File: config.mk
export PLATFORM = sky130hd
export DESIGN_NAME = range_session_arbiter
export DESIGN_NICKNAME = d
export VERILOG_FILES = /design/src/rtl/range_arb_pkg.sv /design/src/rtl/range_tracker.sv /design/src/rtl/range_session_arbiter.sv
export SDC_FILE = /design/constraint.sdc
export NUM_CORES = 1
export LEC_CHECK = 0
export ABC_CLOCK_PERIOD_IN_PS = 5200
export CAP_MARGIN = 40
export CORE_MARGIN = 5
export CORE_UTILIZATION = 54
export DETAILED_ROUTE_END_ITERATION = 10
export GPL_ROUTABILITY_DRIVEN = 0
export PLACE_DENSITY_LB_ADDON = 0.1
export SLEW_MARGIN = 20
export SYNTH_ARGS = -nofsm -noshare
export SYNTH_HDL_FRONTEND = slang
export SYNTH_HIERARCHICAL = 1
export SYNTH_SLANG_ARGS = --single-unit
File: constraint.sdc
create_clock -name clock -period 5.2 [get_ports clock]
set_clock_uncertainty 0.1 [all_clocks]
set_input_delay 1.04 -clock clock [delete_from_list [all_inputs] [get_ports clock]]
set_output_delay 1.04 -clock clock [all_outputs]
set_load 0.03 [all_outputs]
File: src/rtl/range_arb_pkg.sv
// Shared types and helpers for the range session arbiter.
// Holds the controller state enum, count width and round-robin pick.
package range_arb_pkg;

  typedef enum logic [1:0] {
    IDLE,
    STREAM,
    CALC,
    RESULT
  } state_e;

  localparam int COUNT_W = 16;
  localparam int MAX_REQ = 8;

  // First set bit at or above ptr; falls back to the lowest set bit
  // so the search wraps around.
  function automatic logic [2:0] rr_pick(
    input logic [MAX_REQ-1:0] req,
    input logic [2:0]         ptr
  );
    logic [MAX_REQ-1:0] masked;
    logic [2:0]         idx;
    masked = req & ~((8'd1 << ptr) - 8'd1);
    idx    = '0;
    if (masked != '0) begin
      for (int i = MAX_REQ - 1; i >= 0; i--) begin
        if (masked[i]) idx = 3'(i);
      end
    end else begin
      for (int i = MAX_REQ - 1; i >= 0; i--) begin
        if (req[i]) idx = 3'(i);
      end
    end
    return idx;
  endfunction

endpackage

File: src/rtl/range_tracker.sv
// Registered running min/max of a sample stream.
// Ports: clock, reset, clear (min<-ones, max<-0), en + data update, min_q/max_q.
module range_tracker #(
  parameter int WIDTH = 16
) (
  input  logic             clock,
  input  logic             reset,
  input  logic             clear,
  input  logic             en,
  input  logic [WIDTH-1:0] data,
  output logic [WIDTH-1:0] min_q,
  output logic [WIDTH-1:0] max_q
);

  logic [WIDTH-1:0] min_d;
  logic [WIDTH-1:0] max_d;

  always_comb begin
    min_d = min_q;
    max_d = max_q;
    if (clear) begin
      min_d = '1;
      max_d = '0;
    end else if (en) begin
      if (data < min_q) min_d = data;
      if (data > max_q) max_d = data;
    end
  end

  always_ff @(posedge clock or posedge reset) begin
    if (reset) begin
      min_q <= '1;
      max_q <= '0;
    end else begin
      min_q <= min_d;
      max_q <= max_d;
    end
  end

endmodule

File: src/rtl/range_session_arbiter.sv
// Round-robin owner of one min/max tracker for whole sample sessions.
// Ports: per-requester valid/data/last/ready, grant, busy, result handshake.
module range_session_arbiter
  import range_arb_pkg::*;
#(
  parameter int WIDTH   = 16,
  parameter int NUM_REQ = 4,
  parameter int TIMEOUT = 64
) (
  input  logic                       clock,
  input  logic                       reset,
  input  logic [NUM_REQ-1:0]         req_valid,
  input  logic [NUM_REQ*WIDTH-1:0]   req_data,
  input  logic [NUM_REQ-1:0]         req_last,
  output logic [NUM_REQ-1:0]         req_ready,
  output logic [NUM_REQ-1:0]         grant,
  output logic                       busy,
  output logic                       result_valid,
  input  logic                       result_ready,
  output logic [$clog2(NUM_REQ)-1:0] result_id,
  output logic [WIDTH-1:0]           result_range,
  output logic [COUNT_W-1:0]         result_count,
  output logic                       result_error
);

  localparam int IDX_W = $clog2(NUM_REQ);
  localparam int TW    = $clog2(TIMEOUT + 1);

  state_e             state_q, state_d;
  logic [NUM_REQ-1:0] grant_q, grant_d;
  logic [IDX_W-1:0]   owner_q, owner_d;
  logic [IDX_W-1:0]   rr_ptr_q, rr_ptr_d;
  logic [COUNT_W-1:0] count_q, count_d;
  logic [TW-1:0]      timer_q, timer_d;
  logic [IDX_W-1:0]   res_id_q, res_id_d;
  logic [WIDTH-1:0]   res_range_q, res_range_d;
  logic [COUNT_W-1:0] res_count_q, res_count_d;
  logic               res_error_q, res_error_d;

  logic               trk_clear;
  logic               trk_en;
  logic [WIDTH-1:0]   min_q;
  logic [WIDTH-1:0]   max_q;

  logic [MAX_REQ-1:0] vld_ext;
  logic [2:0]         ptr_ext;
  logic [IDX_W-1:0]   pick_idx;
  logic [WIDTH-1:0]   own_data;
  logic               own_valid;
  logic               own_last;
  logic               xfer;
  logic [TW-1:0]      timer_inc;

  always_comb begin
    vld_ext = '0;
    vld_ext[NUM_REQ-1:0] = req_valid;
  end

  assign ptr_ext   = 3'(rr_ptr_q);
  assign pick_idx  = IDX_W'(rr_pick(vld_ext, ptr_ext));
  assign own_data  = req_data[owner_q*WIDTH +: WIDTH];
  assign own_valid = req_valid[owner_q];
  assign own_last  = req_last[owner_q];
  assign xfer      = (state_q == STREAM) && own_valid;
  assign timer_inc = timer_q + TW'(1);

  assign req_ready    = (state_q == STREAM) ? grant_q : '0;
  assign grant        = grant_q;
  assign busy         = (state_q != IDLE);
  assign result_valid = (state_q == RESULT);
  assign result_id    = res_id_q;
  assign result_range = res_range_q;
  assign result_count = res_count_q;
  assign result_error = res_error_q;

  range_tracker #(
    .WIDTH (WIDTH)
  ) u_tracker (
    .clock (clock),
    .reset (reset),
    .clear (trk_clear),
    .en    (trk_en),
    .data  (own_data),
    .min_q (min_q),
    .max_q (max_q)
  );

  always_comb begin
    state_d     = state_q;
    grant_d     = grant_q;
    owner_d     = owner_q;
    rr_ptr_d    = rr_ptr_q;
    count_d     = count_q;
    timer_d     = timer_q;
    res_id_d    = res_id_q;
    res_range_d = res_range_q;
    res_count_d = res_count_q;
    res_error_d = res_error_q;
    trk_clear   = 1'b0;
    trk_en      = 1'b0;
    unique case (state_q)
      IDLE: begin
        if (|req_valid) begin
          owner_d   = pick_idx;
          grant_d   = NUM_REQ'(1) << pick_idx;
          trk_clear = 1'b1;
          count_d   = '0;
          timer_d   = '0;
          state_d   = STREAM;
        end
      end
      STREAM: begin
        if (xfer) begin
          trk_en  = 1'b1;
          timer_d = '0;
          if (count_q != '1) count_d = count_q + COUNT_W'(1);
          if (own_last) state_d = CALC;
        end else begin
          timer_d = timer_inc;
          // Abort: report the partial count with a zero range.
          if (timer_inc == TW'(TIMEOUT)) begin
            res_id_d    = owner_q;
            res_range_d = '0;
            res_count_d = count_q;
            res_error_d = 1'b1;
            state_d     = RESULT;
          end
        end
      end
      CALC: begin
        // At least one beat was seen, so max >= min and no wrap.
        res_id_d    = owner_q;
        res_range_d = max_q - min_q;
        res_count_d = count_q;
        res_error_d = 1'b0;
        state_d     = RESULT;
      end
      RESULT: begin
        if (result_ready) begin
          grant_d  = '0;
          rr_ptr_d = (owner_q == IDX_W'(NUM_REQ - 1)) ?
                     '0 : owner_q + IDX_W'(1);
          state_d  = IDLE;
        end
      end
      default: state_d = IDLE;
    endcase
  end

  always_ff @(posedge clock or posedge reset) begin
    if (reset) begin
      state_q     <= IDLE;
      grant_q     <= '0;
      owner_q     <= '0;
      rr_ptr_q    <= '0;
      count_q     <= '0;
      timer_q     <= '0;
      res_id_q    <= '0;
      res_range_q <= '0;
      res_count_q <= '0;
      res_error_q <= 1'b0;
    end else begin
      state_q     <= state_d;
      grant_q     <= grant_d;
      owner_q     <= owner_d;
      rr_ptr_q    <= rr_ptr_d;
      count_q     <= count_d;
      timer_q     <= timer_d;
      res_id_q    <= res_id_d;
      res_range_q <= res_range_d;
      res_count_q <= res_count_d;
      res_error_q <= res_error_d;
    end
  end

endmodule

==> results.yml, run 1 <==
job:
  drv_cap: 0
synth:
  postSynthCellCount: 657
  synth_area_leaders: "dfrtp_1 32%, ha_1 10%, dfstp_2 6.4%"
  synth-seq-area-share_pct: 38.2
  synth_edf_count: 0
  ys_warn_count: 6
  synth_area_leader_cell: "dfrtp_1"
  synth_top_area_share_pct: 31.8
  synth.lib_cells_used.distinct: 65
  syn_nets: 787
  syn_area_um2: 6600
  synthMostInstantiatedCell: "dfrtp_1"
  async_flop_share_pct: 100
  synth_common_cells: "84 x dfrtp_1, 61 x inv_1, 61 x nand2_1"
  ys_seq_elements: 100
  synth-main-ff-cell: "dfrtp_1"
  syn_avg_cell_area_um2: 10.0
cells_and_area:
  final-seq-area_um2: 2520
  drive_gt1_share_pct: 12.0
  multi_input_area_um2: 3720
  final_nets: 910
  antenna_cells: 0
  syn_to_final_growth_pct: 25.1
  final_cells: 932
  fill_cells: 936
route:
  wire_per_inst_um: 17.6
  met2_length_um: 7670
  met1Wirelength_um: 7540
  antenna_left: 0
  drtIter0Drc: 372
  drcViolationCount: 0
  maxUsedRoutingLayer: "met4"
  via_per_inst: 5.86
  route.met3.wl_um: 894
  dr_total_vias: 5459
  routed_wl_um: 16400
  drt_pre_antenna_iters: 4
clocking:
  cts_setup_buffers: 0
  cts_sinks: 100
  tritoncts: "yes"
  cts-resized-gates: 0
  ctsHoldBuffers: 0
  cts_root_buffer: "clkbuf_16"
  clockBufferDepth: 2
  clock_latency_ns: 0.35
  clk_pin_slew_ns: 0.07
  cts_buffers: 9
  htreeDepth: 3
setup_path:
  cp_data_arrival_time_ns: 4.17
  worstSetupEndpointType: "register"
  worstPathMaxFanout: 16
  startpoint_type: "input pin"
  critPathRequiredTime_ns: 5.32
  path_class: "input pin to register"
  ff2ff_setup_slack_ns: 1.53
run_status:
  run_status: "completed"
timing:
  period_share_pct: 78.0
  min_period_ns: 4.06
  worst_pin_slew_ns: 0.777
  rsz0062_at_grt: "no"
  tns_ns: 0
  holdWs_ns: 0.380
  relSlewSlack_pct: 48.2
  clock.fmax_mhz: 246
  slew_viol_final: 0
  setup_violations: 0
  finalHoldViolCount: 0
global_route:
  grt_start_max_net_pins: 41
  gr-total-overflow: 0
  antenna_found_initial: 0
  grt_first_pass_wirelength_um: 27000
  track_usage_pct: 23.2
  grt_pass1_vias: 5410
die:
  dieArea_um2: 14500
  die_width_um: 121
  core_um2: 12000
  rows: 40
  floorplan.initialDensity_pct: 54.9
  chipHeight_um: 121
  ios: 120
pwr:
  p_leak_nw: 3.72
  power_density_nw_per_um2: 499
  peakVddDrop_mv: 0.291
placement:
  numPlacedInstances: 915
  place.port_buffers: 119
  dp_hpwl_um: 12600
min_path:
  hold_class: "register to register"
-- final cells by class --
type	count	area share, %
Clock buffer	11	2.94
Multi-Input combinational cell	474	45.1
Inverter	62	2.82
Tap cell	147	2.23
Clock inverter	5	0.455
Sequential cell	100	30.6
Timing Repair Buffer	133	15.9
-- metrics by stage --
step | cell area [um^2] | total power [mW] | worst slack, ns | utilization, %
floorplan | 6600 | 2.79 | 1.54 | -
detailed placement | 7970 | 3.47 | 0.805 | 66.4
CTS | 8250 | 4.13 | 1.16 | 68.7
global route | 8260 | 4.42 | 0.973 | 68.7
finish | 8260 | 4.12 | 1.14 | 68.7
global placement | 7940 | 3.36 | 0.844 | 66.1
-- cell families after synthesis --
family	after synthesis	share of synthesized area, %
AND/OR/NAND/NOR	186	13.3
AO/OA/AOI/OAI	153	16.9
flip-flops	100	38.2
buffers and inverters	83	5.36
multiplexers	57	12.6
adder cells (fa/ha/maj)	55	10.5
XOR/XNOR	23	3.05
-- critical path: stages --
cell             delay [ns]
clkdlybuf4s50_1        0.39
mux4_2                 0.52
ha_1                   0.34
nand4_2                0.15
or4_1                  0.57
a21o_1                 0.21
a31oi_4                0.62
mux2i_1                0.26
nor2_1                 0.06
-- power breakdown --
group	internal [mW]	total [mW]	switching [mW]
clock	0.340	0.641	0.301
combinational	1.00	2.33	1.33
sequential	0.993	1.15	0.156
-- cells in the final DEF (no fill, tap or decap), drive strengths merged, types with 4 or more instances in the layout --
| master | instances |
|---|---|
| nand4 | 15 |
| nor2 | 56 |
| o41ai | 4 |
| o21a | 22 |
| o211ai | 5 |
| a211o | 17 |
| o31ai | 11 |
| mux4 | 18 |
| dfrtp | 84 |
| nand3 | 11 |
| clkdlybuf4s50 | 119 |
| inv | 62 |
| and3 | 4 |
| o21ai | 37 |
| and2 | 7 |
| a21oi | 22 |
| xor2 | 10 |
| xnor2 | 13 |
| buf | 14 |
| dfstp | 16 |
| nor2b | 6 |
| a21o | 7 |
| nor3 | 9 |
| nand2b | 7 |
| clkbuf | 11 |
| ha | 54 |
| mux2 | 21 |
| mux2i | 18 |
| nand2 | 61 |
-- routing by layer --
| layer | track usage, % | vias to the layer above |
|---|---|---|
| met2 | 37.2 | 180 |
| met4 | 7.65 | 0 |
| met1 | 32.4 | 2635 |
| li1 | - | 2625 |
| met5 | 0 | - |
| met3 | 3.51 | 19 |
-- state kept, by name (all words and copies together) (netlist names) --
| name | cells |
|---|---|
| count_q | 16 |
| grant | 4 |
| owner_q | 2 |
| result_count | 16 |
| result_error | 1 |
| result_id | 2 |
| result_range | 16 |
| rr_ptr_q | 2 |
| state_q | 2 |
| timer_q | 7 |
| u_tracker/max_q | 16 |
| u_tracker/min_q | 16 |
-- path summary, 6_finish.rpt --
kind	from	end	cells past startpoint
worst min-delay path	result_range[10]	result_range[10]	2
worst max register to register	owner_q[1]	u_tracker/max_q[13]	8
max in group asynchronous	reset	result_range[8]	3
min in group asynchronous	reset	u_tracker/max_q[13]	3
worst min register to register	result_range[10]	result_range[10]	2
worst max-delay path	req_data[62]	u_tracker/max_q[13]	9
(Power assumes the default switching activity.)
==> inputs of run 2 (changes only) <==
--- a/config.mk
+++ b/config.mk
@@ -5,7 +5,7 @@
 export SDC_FILE = /design/constraint.sdc
 export NUM_CORES = 1
 export LEC_CHECK = 0
-export ABC_CLOCK_PERIOD_IN_PS = 5200
+export ABC_CLOCK_PERIOD_IN_PS = 3950
 export CAP_MARGIN = 40
 export CORE_MARGIN = 5
 export CORE_UTILIZATION = 54
==> constraint.sdc (replaced) <==
create_clock -name clock -period 3.95 [get_ports clock]
set_clock_uncertainty 0.1 [all_clocks]
set_input_delay 0.79 -clock clock [delete_from_list [all_inputs] [get_ports clock]]
set_output_delay 0.79 -clock clock [all_outputs]
set_load 0.03 [all_outputs]
==> run 2 against run 1 <==
  * Sequential cell count stayed put
  * Non-clock buffer count is 5 higher
  * Final area is 0.77% higher
  * Core utilization is 0.53 points higher
  * First-iteration DRC count is 1.9% lower
  * Critical path type unchanged
  * Critical endpoint is now u_tracker/min_q[5]
  * Largest cell class unchanged
==> results.yml, run 2 (synthesized netlist as in run 1, its figures left out) <==
clocking:
  cts-resized-gates: 0
  htreeDepth: 3
  clock_latency_ns: 0.35
  cts_buffers: 9
  cts_sinks: 100
  tritoncts: "yes"
  clk_pin_slew_ns: 0.07
  ctsHoldBuffers: 0
  cts_root_buffer: "clkbuf_16"
  clockBufferDepth: 2
  cts_setup_buffers: 0
cells_and_area:
  final_cells: 937
  final_nets: 915
  final_cell_mix: "119 x clkdlybuf4s50_1, 84 x dfrtp_1, 61 x nand2_1, 59 x inv_1, 56 x nor2_1"
  antenna_cells: 0
  final_area_um2: 8320
  final_common_cell: "clkdlybuf4s50_1"
  syn_to_final_growth_pct: 26.1
  drive_gt1_share_pct: 12.7
die:
  ios: 120
  floorplan.initialDensity_pct: 54.9
  chipHeight_um: 121
  core_um2: 12000
  die_width_um: 121
  rows: 40
  dieArea_um2: 14500
timing:
  worst_pin_slew_ns: 0.669
  rsz0062_at_grt: "no"
  finalHoldViolCount: 0
  slew_viol_final: 0
  worst_slack_ns: 0.454
  tns_ns: 0
  clock.fmax_mhz: 286
  min_period_ns: 3.50
  setup_violations: 0
  relSlewSlack_pct: 55.2
  period_share_pct: 88.5
global_route:
  grt_first_pass_wirelength_um: 27000
  grt_pass1_vias: 5505
  gr-total-overflow: 0
  grt_start_max_net_pins: 30
  track_usage_pct: 23.2
  antenna_found_initial: 0
setup_path:
  worstSetupEndpointType: "register"
  critPathRequiredTime_ns: 4.13
  rr_startpoint: "owner_q[0]"
  worstPathMaxFanout: 10
  path_delay_family: "buffers and inverters"
  crit_buf_inv: 2
  worst_path_largest_cell_delay_ns: 0.54
  cp_data_arrival_time_ns: 3.68
  r2r-end: "u_tracker/min_q[5]"
  ff2ff_setup_slack_ns: 0.62
  path_class: "input pin to register"
  crit_chain: "clkdlybuf4s50_1 -> mux4_2 -> ha_1 -> a21oi_1 -> o21ai_0 -> a21oi_1 -> nor2_1 -> nor2_1 -> buf_4 -> a211o_1"
  startpoint_type: "input pin"
  crit_slowest_cell: "mux4_2"
  r2r_cells: 10
placement:
  dp_hpwl_um: 12700
  placed_cell_area_um2: 8020
  place.port_buffers: 119
  place_ws_ns: 0.114
  numPlacedInstances: 919
route:
  antenna_left: 0
  drtIter0Drc: 365
  drt_pre_antenna_iters: 5
  routed_wl_um: 16400
  wire_per_inst_um: 17.5
  via_per_inst: 5.88
  drcViolationCount: 0
  dr_total_vias: 5508
pwr:
  peakVddDrop_mv: 0.344
  p_total_mw: 5.46
  power_density_nw_per_um2: 656
  p_leak_nw: 3.75
job:
  drv_cap: 0
min_path:
  hold_path_depth: 2
  hold_class: "register to register"
  hp-start: "result_range[6]"
  holdPathEnd: "result_range[6]"
run_status:
  run_status: "completed"
==> run 2: cell types whose count changed in the layout (fill, tap and decap cells not counted), sizes merged <==
cell and change:
inv +1, buf +4
==> run 2: per-stage QoR <==
step                      hold WS [ns]  util (%)
after floorplan                  0.370         -
after global routing             0.399      69.3
after global placement           0.360      66.3
after detailed placement         0.367      66.8
after CTS                        0.384      69.2
final                            0.377      69.3
==> run 2: area by class of cell <==
| cell class | count | area, um^2 |
|---|---|---|
| Inverter | 62 | 233 |
| Timing Repair Buffer | 138 | 1370 |
| Clock inverter | 6 | 57.6 |
| Tap cell | 147 | 184 |
| Multi-Input combinational cell | 474 | 3720 |
| Clock buffer | 10 | 229 |
| Fill cell | 936 | 3690 |
| Sequential cell | 100 | 2520 |
==> run 2: worst max-delay path by stage <==
stage	start	to	slack, ns	cells after the start
5_1_grt	req_data[29]	u_tracker/max_q[12]	0.33	10
4_1_cts	req_data[14]	u_tracker/max_q[12]	0.47	10
3_5_place_dp	req_data[14]	u_tracker/max_q[12]	0.11	10
3_3_place_gp	req_data[62]	u_tracker/max_q[10]	0.16	10
2_1_floorplan	owner_q[0]	u_tracker/max_q[10]	0.29	11
6_report	req_data[55]	u_tracker/min_q[5]	0.45	10
==> run 2: report_power, final <==
part	internal [mW]	total (mW)	leakage, nW	switching [mW]
sequential	1.31	1.49	1.31	0.185
clock	0.439	0.848	0.132	0.409
combinational	1.34	3.12	2.31	1.78
==> run 2: worst min-delay path: cells and delay by family, from the launching register on <==
| family | cells | cell delay (ns) |
|---|---|---|
| AO/OA/AOI/OAI | 1 | 0.05 |
| flip-flops | 1 | 0.34 |
| AND/OR/NAND/NOR | 1 | 0.05 |
==> run 2: routing by layer <==
layer  part of all wire [%]  vias to the layer above  GRT usage, %
met4                    2.3                        0          7.72
met2                     47                      195          37.3
li1                       -                     2624             -
met3                    6.0                       34          3.55
met5                      0                        -             0
met1                     45                     2655          32.3
